==> config.mk <==
export PLATFORM = sky130hd
export DESIGN_NAME = alu_issue_flat
export DESIGN_NICKNAME = d
export VERILOG_FILES = /design/src/rtl/alu_issue_if.sv /design/src/rtl/alu_issue.sv /design/src/flat_wrapper.sv
export SDC_FILE = /design/constraint.sdc
export NUM_CORES = 2
export LEC_CHECK = 0
export ABC_AREA = 0
export BUFFER_PORTS_ARGS = -buffer_cell sky130_fd_sc_hd__buf_2
export CELL_PAD_IN_SITES_DETAIL_PLACEMENT = 1
export CELL_PAD_IN_SITES_GLOBAL_PLACEMENT = 2
export CORE_MARGIN = 2
export CORE_UTILIZATION = 40
export CTS_BUF_LIST = sky130_fd_sc_hd__clkbuf_8
export DETAILED_ROUTE_END_ITERATION = 12
export GPL_ROUTABILITY_DRIVEN = 0
export PLACE_DENSITY_LB_ADDON = 0.12
export SYNTH_ARGS = -nofsm -noshare
export SYNTH_HDL_FRONTEND = slang
export SYNTH_SLANG_ARGS = --single-unit
export TNS_END_PERCENT = 30
==> constraint.sdc <==
create_clock -name clk -period 6.2 [get_ports clk]
set_input_delay 1.55 -clock clk [delete_from_list [all_inputs] [get_ports clk]]
set_output_delay 1.55 -clock clk [all_outputs]
set_load 0.005 [all_outputs]
==> src/rtl/alu_issue_if.sv <==
// ============================================================================
// Module      : alu_issue_if
// Description : Issue-stage bus: instruction in, ALU operands out, writeback.
// Revision    : 1.0 - initial release
// ============================================================================
`default_nettype none

interface alu_issue_if;
    logic        in_valid;
    logic        in_ready;
    logic [31:0] in_instr;
    logic        out_valid;
    logic        out_ready;
    logic [31:0] A;
    logic [31:0] B;
    logic [3:0]  ALU_Op;
    logic [4:0]  out_rd;
    logic        wb_valid;
    logic [4:0]  wb_rd;
    logic [31:0] wb_data;
    logic        illegal;

    modport master (
        output in_valid, in_instr, out_ready, wb_valid, wb_rd, wb_data,
        input  in_ready, out_valid, A, B, ALU_Op, out_rd, illegal
    );

    modport slave (
        input  in_valid, in_instr, out_ready, wb_valid, wb_rd, wb_data,
        output in_ready, out_valid, A, B, ALU_Op, out_rd, illegal
    );
endinterface

`default_nettype wire

==> src/rtl/alu_issue.sv <==
// ============================================================================
// Module      : alu_issue
// Description : RV32I OP/OP-IMM decode, register read, scoreboard and issue.
// Revision    : 1.0 - initial release
// ============================================================================
`default_nettype none

module alu_issue #(
    parameter bit WB_BYPASS = 1'b1
) (
    input  wire logic    clk,
    input  wire logic    rst_n,
    alu_issue_if.slave   bus
);

    localparam logic [6:0] c_OPC_OP     = 7'b0110011;
    localparam logic [6:0] c_OPC_OP_IMM = 7'b0010011;
    localparam logic [6:0] c_F7_ZERO    = 7'b0000000;
    localparam logic [6:0] c_F7_ALT     = 7'b0100000;

    logic [31:0] rf_q [32];
    logic [31:1] busy_q, busy_d;
    logic        out_valid_q, out_valid_d;
    logic [31:0] a_q, a_d, b_q, b_d;
    logic [3:0]  op_q, op_d;
    logic [4:0]  rd_q, rd_d;
    logic        illegal_q, illegal_d;

    logic [6:0]  w_opcode, w_f7;
    logic [2:0]  w_f3;
    logic [4:0]  w_rs1, w_rs2, w_rd;
    logic        w_wb_hit;
    logic [31:0] w_rs1_val, w_rs2_val, w_b;
    logic [31:0] w_busy_eff;
    logic [3:0]  w_op;
    logic        w_legal, w_is_op, w_hazard, w_in_ready, w_fire;

    assign w_opcode = bus.in_instr[6:0];
    assign w_rd     = bus.in_instr[11:7];
    assign w_f3     = bus.in_instr[14:12];
    assign w_rs1    = bus.in_instr[19:15];
    assign w_rs2    = bus.in_instr[24:20];
    assign w_f7     = bus.in_instr[31:25];
    assign w_wb_hit = WB_BYPASS && bus.wb_valid && (bus.wb_rd != 5'd0);

    // Operand read with same-cycle writeback forwarding
    always_comb begin
        w_rs1_val = rf_q[w_rs1];
        w_rs2_val = rf_q[w_rs2];
        if (w_wb_hit && bus.wb_rd == w_rs1) w_rs1_val = bus.wb_data;
        if (w_wb_hit && bus.wb_rd == w_rs2) w_rs2_val = bus.wb_data;
        if (w_rs1 == 5'd0) w_rs1_val = 32'd0;
        if (w_rs2 == 5'd0) w_rs2_val = 32'd0;
    end

    always_comb begin
        w_busy_eff = 32'd0;
        for (int i = 1; i < 32; i++) begin
            w_busy_eff[i] = busy_q[i] && !(w_wb_hit && bus.wb_rd == 5'(i));
        end
    end

    always_comb begin
        w_legal = 1'b0;
        w_is_op = 1'b0;
        w_op    = {1'b0, w_f3};
        w_b     = {{20{bus.in_instr[31]}}, bus.in_instr[31:20]};
        case (w_opcode)
            c_OPC_OP: begin
                w_is_op = 1'b1;
                w_op    = {bus.in_instr[30], w_f3};
                w_b     = w_rs2_val;
                w_legal = (w_f7 == c_F7_ZERO) ||
                          (w_f7 == c_F7_ALT && (w_f3 == 3'b000 || w_f3 == 3'b101));
            end
            c_OPC_OP_IMM: begin
                case (w_f3)
                    3'b001: begin
                        w_b     = {27'd0, w_rs2};
                        w_legal = (w_f7 == c_F7_ZERO);
                    end
                    3'b101: begin
                        w_b     = {27'd0, w_rs2};
                        w_op    = {bus.in_instr[30], w_f3};
                        w_legal = (w_f7 == c_F7_ZERO) || (w_f7 == c_F7_ALT);
                    end
                    default: w_legal = 1'b1;
                endcase
            end
            default: w_legal = 1'b0;
        endcase
    end

    // Illegal instructions bypass the hazard check so they never deadlock
    assign w_hazard   = w_busy_eff[w_rs1] | (w_is_op & w_busy_eff[w_rs2]) | w_busy_eff[w_rd];
    assign w_in_ready = rst_n && (!out_valid_q || bus.out_ready) && (!w_legal || !w_hazard);
    assign w_fire     = bus.in_valid && w_in_ready;

    always_comb begin
        out_valid_d = out_valid_q;
        a_d         = a_q;
        b_d         = b_q;
        op_d        = op_q;
        rd_d        = rd_q;
        illegal_d   = w_fire && !w_legal;
        busy_d      = busy_q;
        if (bus.out_ready) out_valid_d = 1'b0;
        if (w_fire && w_legal) begin
            out_valid_d = 1'b1;
            a_d         = w_rs1_val;
            b_d         = w_b;
            op_d        = w_op;
            rd_d        = w_rd;
        end
        for (int i = 1; i < 32; i++) begin
            if (bus.wb_valid && bus.wb_rd == 5'(i)) busy_d[i] = 1'b0;
            if (w_fire && w_legal && w_rd == 5'(i)) busy_d[i] = 1'b1;
        end
    end

    always_ff @(posedge clk) begin
        if (!rst_n) begin
            out_valid_q <= 1'b0;
            a_q         <= 32'd0;
            b_q         <= 32'd0;
            op_q        <= 4'd0;
            rd_q        <= 5'd0;
            illegal_q   <= 1'b0;
            busy_q      <= '0;
            for (int i = 0; i < 32; i++) rf_q[i] <= 32'd0;
        end else begin
            out_valid_q <= out_valid_d;
            a_q         <= a_d;
            b_q         <= b_d;
            op_q        <= op_d;
            rd_q        <= rd_d;
            illegal_q   <= illegal_d;
            busy_q      <= busy_d;
            if (bus.wb_valid && bus.wb_rd != 5'd0) rf_q[bus.wb_rd] <= bus.wb_data;
        end
    end

    assign bus.in_ready  = w_in_ready;
    assign bus.out_valid = out_valid_q;
    assign bus.A         = a_q;
    assign bus.B         = b_q;
    assign bus.ALU_Op    = op_q;
    assign bus.out_rd    = rd_q;
    assign bus.illegal   = illegal_q;

endmodule

`default_nettype wire

==> src/flat_wrapper.sv <==
// flat-port wrapper written by rule: the top's interface ports become plain ports
module alu_issue_flat 
#(
    parameter bit WB_BYPASS = 1'b1
)
  (clk, rst_n, bus_in_valid, bus_in_instr, bus_out_ready, bus_wb_valid, bus_wb_rd, bus_wb_data, bus_in_ready, bus_out_valid, bus_A, bus_B, bus_ALU_Op, bus_out_rd, bus_illegal);
  alu_issue_if bus_i ();
  input  wire logic clk;
  input  wire logic rst_n;
  input wire logic [$bits(bus_i.in_valid)-1:0] bus_in_valid;
  input wire logic [$bits(bus_i.in_instr)-1:0] bus_in_instr;
  input wire logic [$bits(bus_i.out_ready)-1:0] bus_out_ready;
  input wire logic [$bits(bus_i.wb_valid)-1:0] bus_wb_valid;
  input wire logic [$bits(bus_i.wb_rd)-1:0] bus_wb_rd;
  input wire logic [$bits(bus_i.wb_data)-1:0] bus_wb_data;
  output wire logic [$bits(bus_i.in_ready)-1:0] bus_in_ready;
  output wire logic [$bits(bus_i.out_valid)-1:0] bus_out_valid;
  output wire logic [$bits(bus_i.A)-1:0] bus_A;
  output wire logic [$bits(bus_i.B)-1:0] bus_B;
  output wire logic [$bits(bus_i.ALU_Op)-1:0] bus_ALU_Op;
  output wire logic [$bits(bus_i.out_rd)-1:0] bus_out_rd;
  output wire logic [$bits(bus_i.illegal)-1:0] bus_illegal;
  assign bus_i.in_valid = bus_in_valid;
  assign bus_i.in_instr = bus_in_instr;
  assign bus_i.out_ready = bus_out_ready;
  assign bus_i.wb_valid = bus_wb_valid;
  assign bus_i.wb_rd = bus_wb_rd;
  assign bus_i.wb_data = bus_wb_data;
  assign bus_in_ready = bus_i.in_ready;
  assign bus_out_valid = bus_i.out_valid;
  assign bus_A = bus_i.A;
  assign bus_B = bus_i.B;
  assign bus_ALU_Op = bus_i.ALU_Op;
  assign bus_out_rd = bus_i.out_rd;
  assign bus_illegal = bus_i.illegal;
  alu_issue #(.WB_BYPASS(WB_BYPASS)) u_core (.clk(clk), .rst_n(rst_n), .bus(bus_i));
endmodule
**Yosys cells after proc, flatten, opt, wreduce, memory -nomap -nowiden**

Memory sizes are Yosys's and may differ from the RTL's.
Index checks and enable logic that the tools add are counted.
Widths: inputs -> output; s select.

- Register bits after elaboration: 106
- Output and inout bits: 76
- Memories kept: 1
- RAM bits: 1024
- Input port bits: 74
- Word-level logic and storage cells: 412

Memory list:

| memory | depth | bits a word | read ports | clocked after memory_dff | write ports | RTL line | RTL |
|---|---|---|---|---|---|---|---|
| u_core.rf_q | 32 | 32 | 2 | 0 | 32 | alu_issue.sv:21 | `logic [31:0] rf_q [32];` |

- $lt $le $gt $ge: 3
- Bitwise gates (word level): 3
- Eq/ne operators: 69
- Reductions and logical operators: 211
- Muxes and demuxes: 88

Operators with widths:

| cell | count |
|---|---|
| $mux 32 | 6 |
| $eq 5x5->1 const B | 32 |
| $logic_and 1x1->1 | 133 |
| $eq 5x4->1 const B | 16 |
| $mux 1 | 73 |
| $pmux 32 s2 | 1 |
| $reduce_bool 2->1 | 32 |
| $eq 5x3->1 const B | 8 |
| $logic_not 1->1 | 34 |
| $reduce_or 32->1 | 1 |
| $eq 5x2->1 const B | 4 |
| $lt 5x6->1 const B | 3 |
| $bmux 1 s5 | 3 |
| $eq 7x6->1 const B | 2 |
| $eq 5x1->1 const B | 2 |
| $eq 5x5->1 | 2 |
| $logic_not 5->1 | 2 |
| $pmux 4 s2 | 1 |
| $eq 7x5->1 const B | 1 |
| $logic_not 7->1 | 1 |
| $logic_or 1x1->1 | 5 |
| $mux 5 | 1 |
| $reduce_bool 5->1 | 1 |
| $mux 4 | 1 |
| 7 further kinds | 9 |

**Longest topological paths before layout**

- Word-level depth: 17
- Depth in mapped cells: 13
- Gate-level depth less buffers: 8

**Least setup slack after synthesis**

No wires, ideal clock.

- Path type: input -> register
- Start: input port bus_wb_rd[4]
- End: memory u_core.rf_q[11][0] (enable)
- Slack: 1.156 ns
- Stages: 5
- Data arrival time: 4.579 ns
- Library setup time: 0.466 ns
- Cells stage by stage: buf_2 -> nand2b_1 -> clkbuf_1 -> clkbuf_1 -> o21ai_0

RTL lines:

| what | RTL line | RTL |
|---|---|---|
| start: declaration | flat_wrapper.sv:14 | `input wire logic [$bits(bus_i.wb_rd)-1:0] bus_wb_rd;` |
| end: declaration | alu_issue.sv:21 |  |

**Final worst setup path**

- Start: input port bus_wb_rd[0]
- End: output port bus_in_ready

- Cells in the longest elaborated chain, start to end: 13
- Elaborated cells between the ends (all ways): 138
- Classes of those cells: eq/ne: 31; mux: 6; bitwise: 3; reduce/logical: 98

RTL lines:

| what | RTL line | RTL |
|---|---|---|
| $reduce_bool 5->1 | alu_issue.sv:44 | `assign w_wb_hit = WB_BYPASS && bus.wb_valid && (bus.wb_rd != 5'd0);` |
| $logic_and 1x1->1 | alu_issue.sv:44 |  |
| $logic_and 1x1->1 | alu_issue.sv:59 | `w_busy_eff[i] = busy_q[i] && !(w_wb_hit && bus.wb_rd == 5'(i));` |
| $logic_not 1->1 | alu_issue.sv:59 |  |
| $logic_and 1x1->1 | alu_issue.sv:59 |  |
| $bmux 1 s5 | alu_issue.sv:95 | `assign w_hazard = w_busy_eff[w_rs1] \| (w_is_op & w_busy_eff[w_rs2]) \| w_busy_eff[w_rd];` |
| $mux 1 (not written as such) | alu_issue.sv:95 |  |
| $and 1x1->1 | alu_issue.sv:95 |  |
| $or 1x1->1 | alu_issue.sv:95 |  |
| $or 1x1->1 * | alu_issue.sv:95 |  |
| $logic_not 1->1 * | alu_issue.sv:96 | `assign w_in_ready = rst_n && (!out_valid_q \|\| bus.out_ready) && (!w_legal \|\| !w_hazard);` |
| $logic_or 1x1->1 * | alu_issue.sv:96 |  |
| $logic_and 1x1->1 * | alu_issue.sv:96 |  |
| end: declaration | flat_wrapper.sv:16 | `output wire logic [$bits(bus_i.in_ready)-1:0] bus_in_ready;` |

Mark *: on every way between the ends. The rest lies on a longest branch, timed or not. The select of a mux whose other input is x is not followed.

==> key figures <==
Setup path
  – Startpoint types: primary input
  – Crit Path Max Fanout: 19
  – Worst Path Arrival: 4.42 ns
  – Reg2Reg Launch Point: u_core.busy_q[25]
  – Setup crit start: bus_wb_rd[0]
  – WP data required: between 4 and 5 ns
  – Worst reg2reg setup slack: roughly 3.3 ns
  – CP Class: in -> out
  – Critical path endpoint category: output port

Route
  – # DRC: 0
  – Initial drt markers: between 5000 and 6000
  – DR WL met3: roughly 20000 um
  – Top layer reached by signal wires: met5
  – Vias: roughly 40000
  – WL final: approximately 240000 um
  – Vias per cell: approximately 6.3
  – Routed WL per cell: ~38 um
  – Post-DRT Antenna Nets: 0
  – 1st-pass router iterations: 5
  – Wl on met1: 98800 um
  – Met2 Wirelength: ~120000 um

Timing
  – Clock period minus worst slack: approximately 6.0 ns
  – Fmax: between 0.15 and 0.2 GHz
  – Slew headroom: approximately 15%
  – Final hold vios: 0
  – Endpoints failing setup: 0
  – RSZ-0062 raised after global routing: no
  – Tightest Pin Transition: about 1.3 ns
  – Tcrit/Tclk final: 96.4%
  – Setup slack after layout: about 0.23 ns
  – Setup TNS: 0 ns
  – Slew Viols, Final: 0
  – Hold slack: 0.450 ns
  – Clock skew: around 0.035 ns

Power and ir drop
  – Combinational share of power: between 10% and 20%
  – P_leak: ~24 nW
  – Net Sw Frac: between 20 and 30%
  – PwrDens: around 260 mW/mm^2
  – Clock Power Share: between 30% and 40%
  – Sequential power share: between 50% and 60%
  – Internal Pwr Total: 13.0 mW
  – Power Total: 17.8 mW
  – Maximum vdd drop: between 0.0002 and 0.00025 V
  – Psw: a little under 5 mW

Yosys
  – Mean post-synth cell area: ~15 sq um
  – Asr flop ratio synth: 0%
  – Mux cell area share after synthesis: 24.4%
  – Synth cell types: between 70 and 80
  – Synth Area in XOR/XNOR: less than 1%
  – Largest family of logic cells by synthesized area: multiplexers
  – Compound-Gate Fraction of Synth Area: about 4.3%
  – Top post-synthesis cells by count: edfxtp_1, and2_1, mux4_2, clkbuf_1, nand2_1
  – Yosys warns: 0
  – Most common cell in the netlist: edfxtp_1
  – Area leader, netlist: edfxtp_1
  – Synthesized cell area: between 0.06 and 0.07 sq mm
  – EDFF count, synth: ~1000
  – Synth top area share: around half
  – Sequential area share after synthesis: a little over half
  – Adder-cell share of the synthesized area: 0%
  – Top area cells in the synthesized netlist: edfxtp_1, mux4_2, and2_1, dfxtp_1, mux2i_1
  – Simple-gate share of the synthesized area: 13.4%
  – Synth Register Bits: roughly 1100
  – Post-Syn Instances: between 4000 and 5000
  – Dominant synthesized flop cell: edfxtp_1

Place
  – Number of buffers added on ports: 149
  – DP Area: ~0.064 sq mm
  – Placement Setup Slack: roughly 0.32 ns
  – HPWL after DPL: approximately 140000 um
  – Dpl cells: between 6000 and 7000

Global routing
  – Tot GR Track Use: 31.6%
  – Vias in the first global route: around 41000
  – Total gr overflow: 0
  – First-pass GRT wire length: between 300000 and 400000 um
  – Initial antenna violation count: 29
  – Largest net degree at the start of global routing: 126

Clocking
  – CTS sink count: around 1100
  – TritonCTS clock tree: built
  – Clock root buffer: clkbuf_8
  – Max H-tree Level: 4
  – Hold_buf cts: 0
  – Worst skew pair latency: 0.95 ns
  – Cts bufs inserted: around 200
  – Clock Tree Buf Depth: 3
  – Setup bufs post-CTS: 0
  – CTS resizes: 0
  – Clock Pin Slew Worst Setup and Hold Paths: 0.05 ns

Floorplan
  – Initial core utilization: between 40 and 50%
  – FP Rows: around 140
  – Area of the die: ~0.15 sq mm
  – Die Span Y: 392 um
  – Die W: approximately 390 um
  – Top Ports: 150
  – Core ar.: 0.150 sq mm

Finish
  – Fin util: between 40 and 50%
  – Share of cells above drive strength 1: between 20% and 30%
  – Nets: roughly 4300
  – Fin cells: roughly 6400
  – Final Cell Area: between 0.06 and 0.07 sq mm
  – Area Growth Syn to Fin: 12.2%

Worst hold path
  – Hold/Removal Path Class: reg -> reg
  – Hold Startpoint: u_core.bus.B[26]

Flow run
  – Number of max-cap violations: 0

Outcome
  – Status: finished, final reports clean
-- final cells by class --
cell class,count,area [sq um]
clock inverter,152,666
multi-input combinational,2531,26100
fill,14700,82100
inverter,44,175
clock buffer,226,3110
timing repair buffer,294,2140
tap,2016,2520
sequential,1130,32900
antenna,17,42.5
-- registers in the layout, indices dropped and copies added, names as in the netlist --
name and flops:
u_core.bus.out_rd 5, u_core.bus.out_valid 1, u_core.busy_q 31, u_core.bus.ALU_Op 4
u_core.bus.A 32, u_core.rf_q 1024, u_core.bus.illegal 1, u_core.bus.B 32
-- worst max-delay path: stages --
cell and delay [ns]:
buf_2 0.22, nand4bb_1 0.55, o21ai_1 0.48, o32ai_1 0.17, a211oi_1 0.23, o21ai_0 0.15, o31ai_1 0.45, nand4b_1 0.28
a21oi_1 0.20, buf_2 0.14
-- power by group through the flow --
| stage | Sequential, mW | Combinational [mW] | Clock (mW) |
|---|---|---|---|
| after global routing | 8.93 | 2.27 | 7.09 |
| final | 8.89 | 2.19 | 6.69 |
| after detailed placement | 9.04 | 2.17 | 0 |
| after floorplan | 8.98 | 1.35 | 0 |
| after global placement | 9.01 | 2.17 | 0 |
| after CTS | 8.89 | 2.18 | 6.80 |
-- worst paths after layout --
kind	endpoint	cells after the start
worst min register to register	u_core.bus.B[26]	2
worst min-delay path	u_core.bus.B[26]	2
worst max register to register	u_core.bus.A[7]	9
worst max-delay path	bus_in_ready	10
-- layer usage --
metal	vias up	track usage, %
met5	-	0
met4	12	11.0
met3	418	5.42
met2	2120	51.0
met1	21700	43.3
li1	16100	-
-- cells in the final DEF (no fill, tap or decap), types with 8 or more instances in the layout --
master     instances
nor2_4            24
xnor2_1            8
mux4_2           575
a222oi_1          10
diode_2           17
nand4_1           14
a21oi_1           13
nand2b_1          14
a32o_1            16
o2111ai_1         10
buf_12            20
nor2_1            46
o211ai_1          47
dfxtp_1          106
conb_1            32
nor3_2            10
clkbuf_8         226
edfxtp_1        1024
o21a_1             9
a22oi_1           21
o21ai_1           16
inv_1            130
buf_4            128
buf_2            141
a221oi_1          72
o21ai_4           27
nor2b_1            9
clkinv_2          23
clkinv_1          30
nand3_1           26
nor3_1            12
mux2i_1          170
and2_1           966
o21ai_0           58
and3_1            35
nand2_1          186
-- cells by family after synthesis --
kind of cell              after synthesis
and+or+nand+nor                      1387
DFF                                  1130
muxes                                 748
buffers and inverters                 487
AOI/OAI and AO/OA                     354
xor gates and xnor gates               10
other                                   1
No activity file was read; power rests on OpenSTA's default activity.
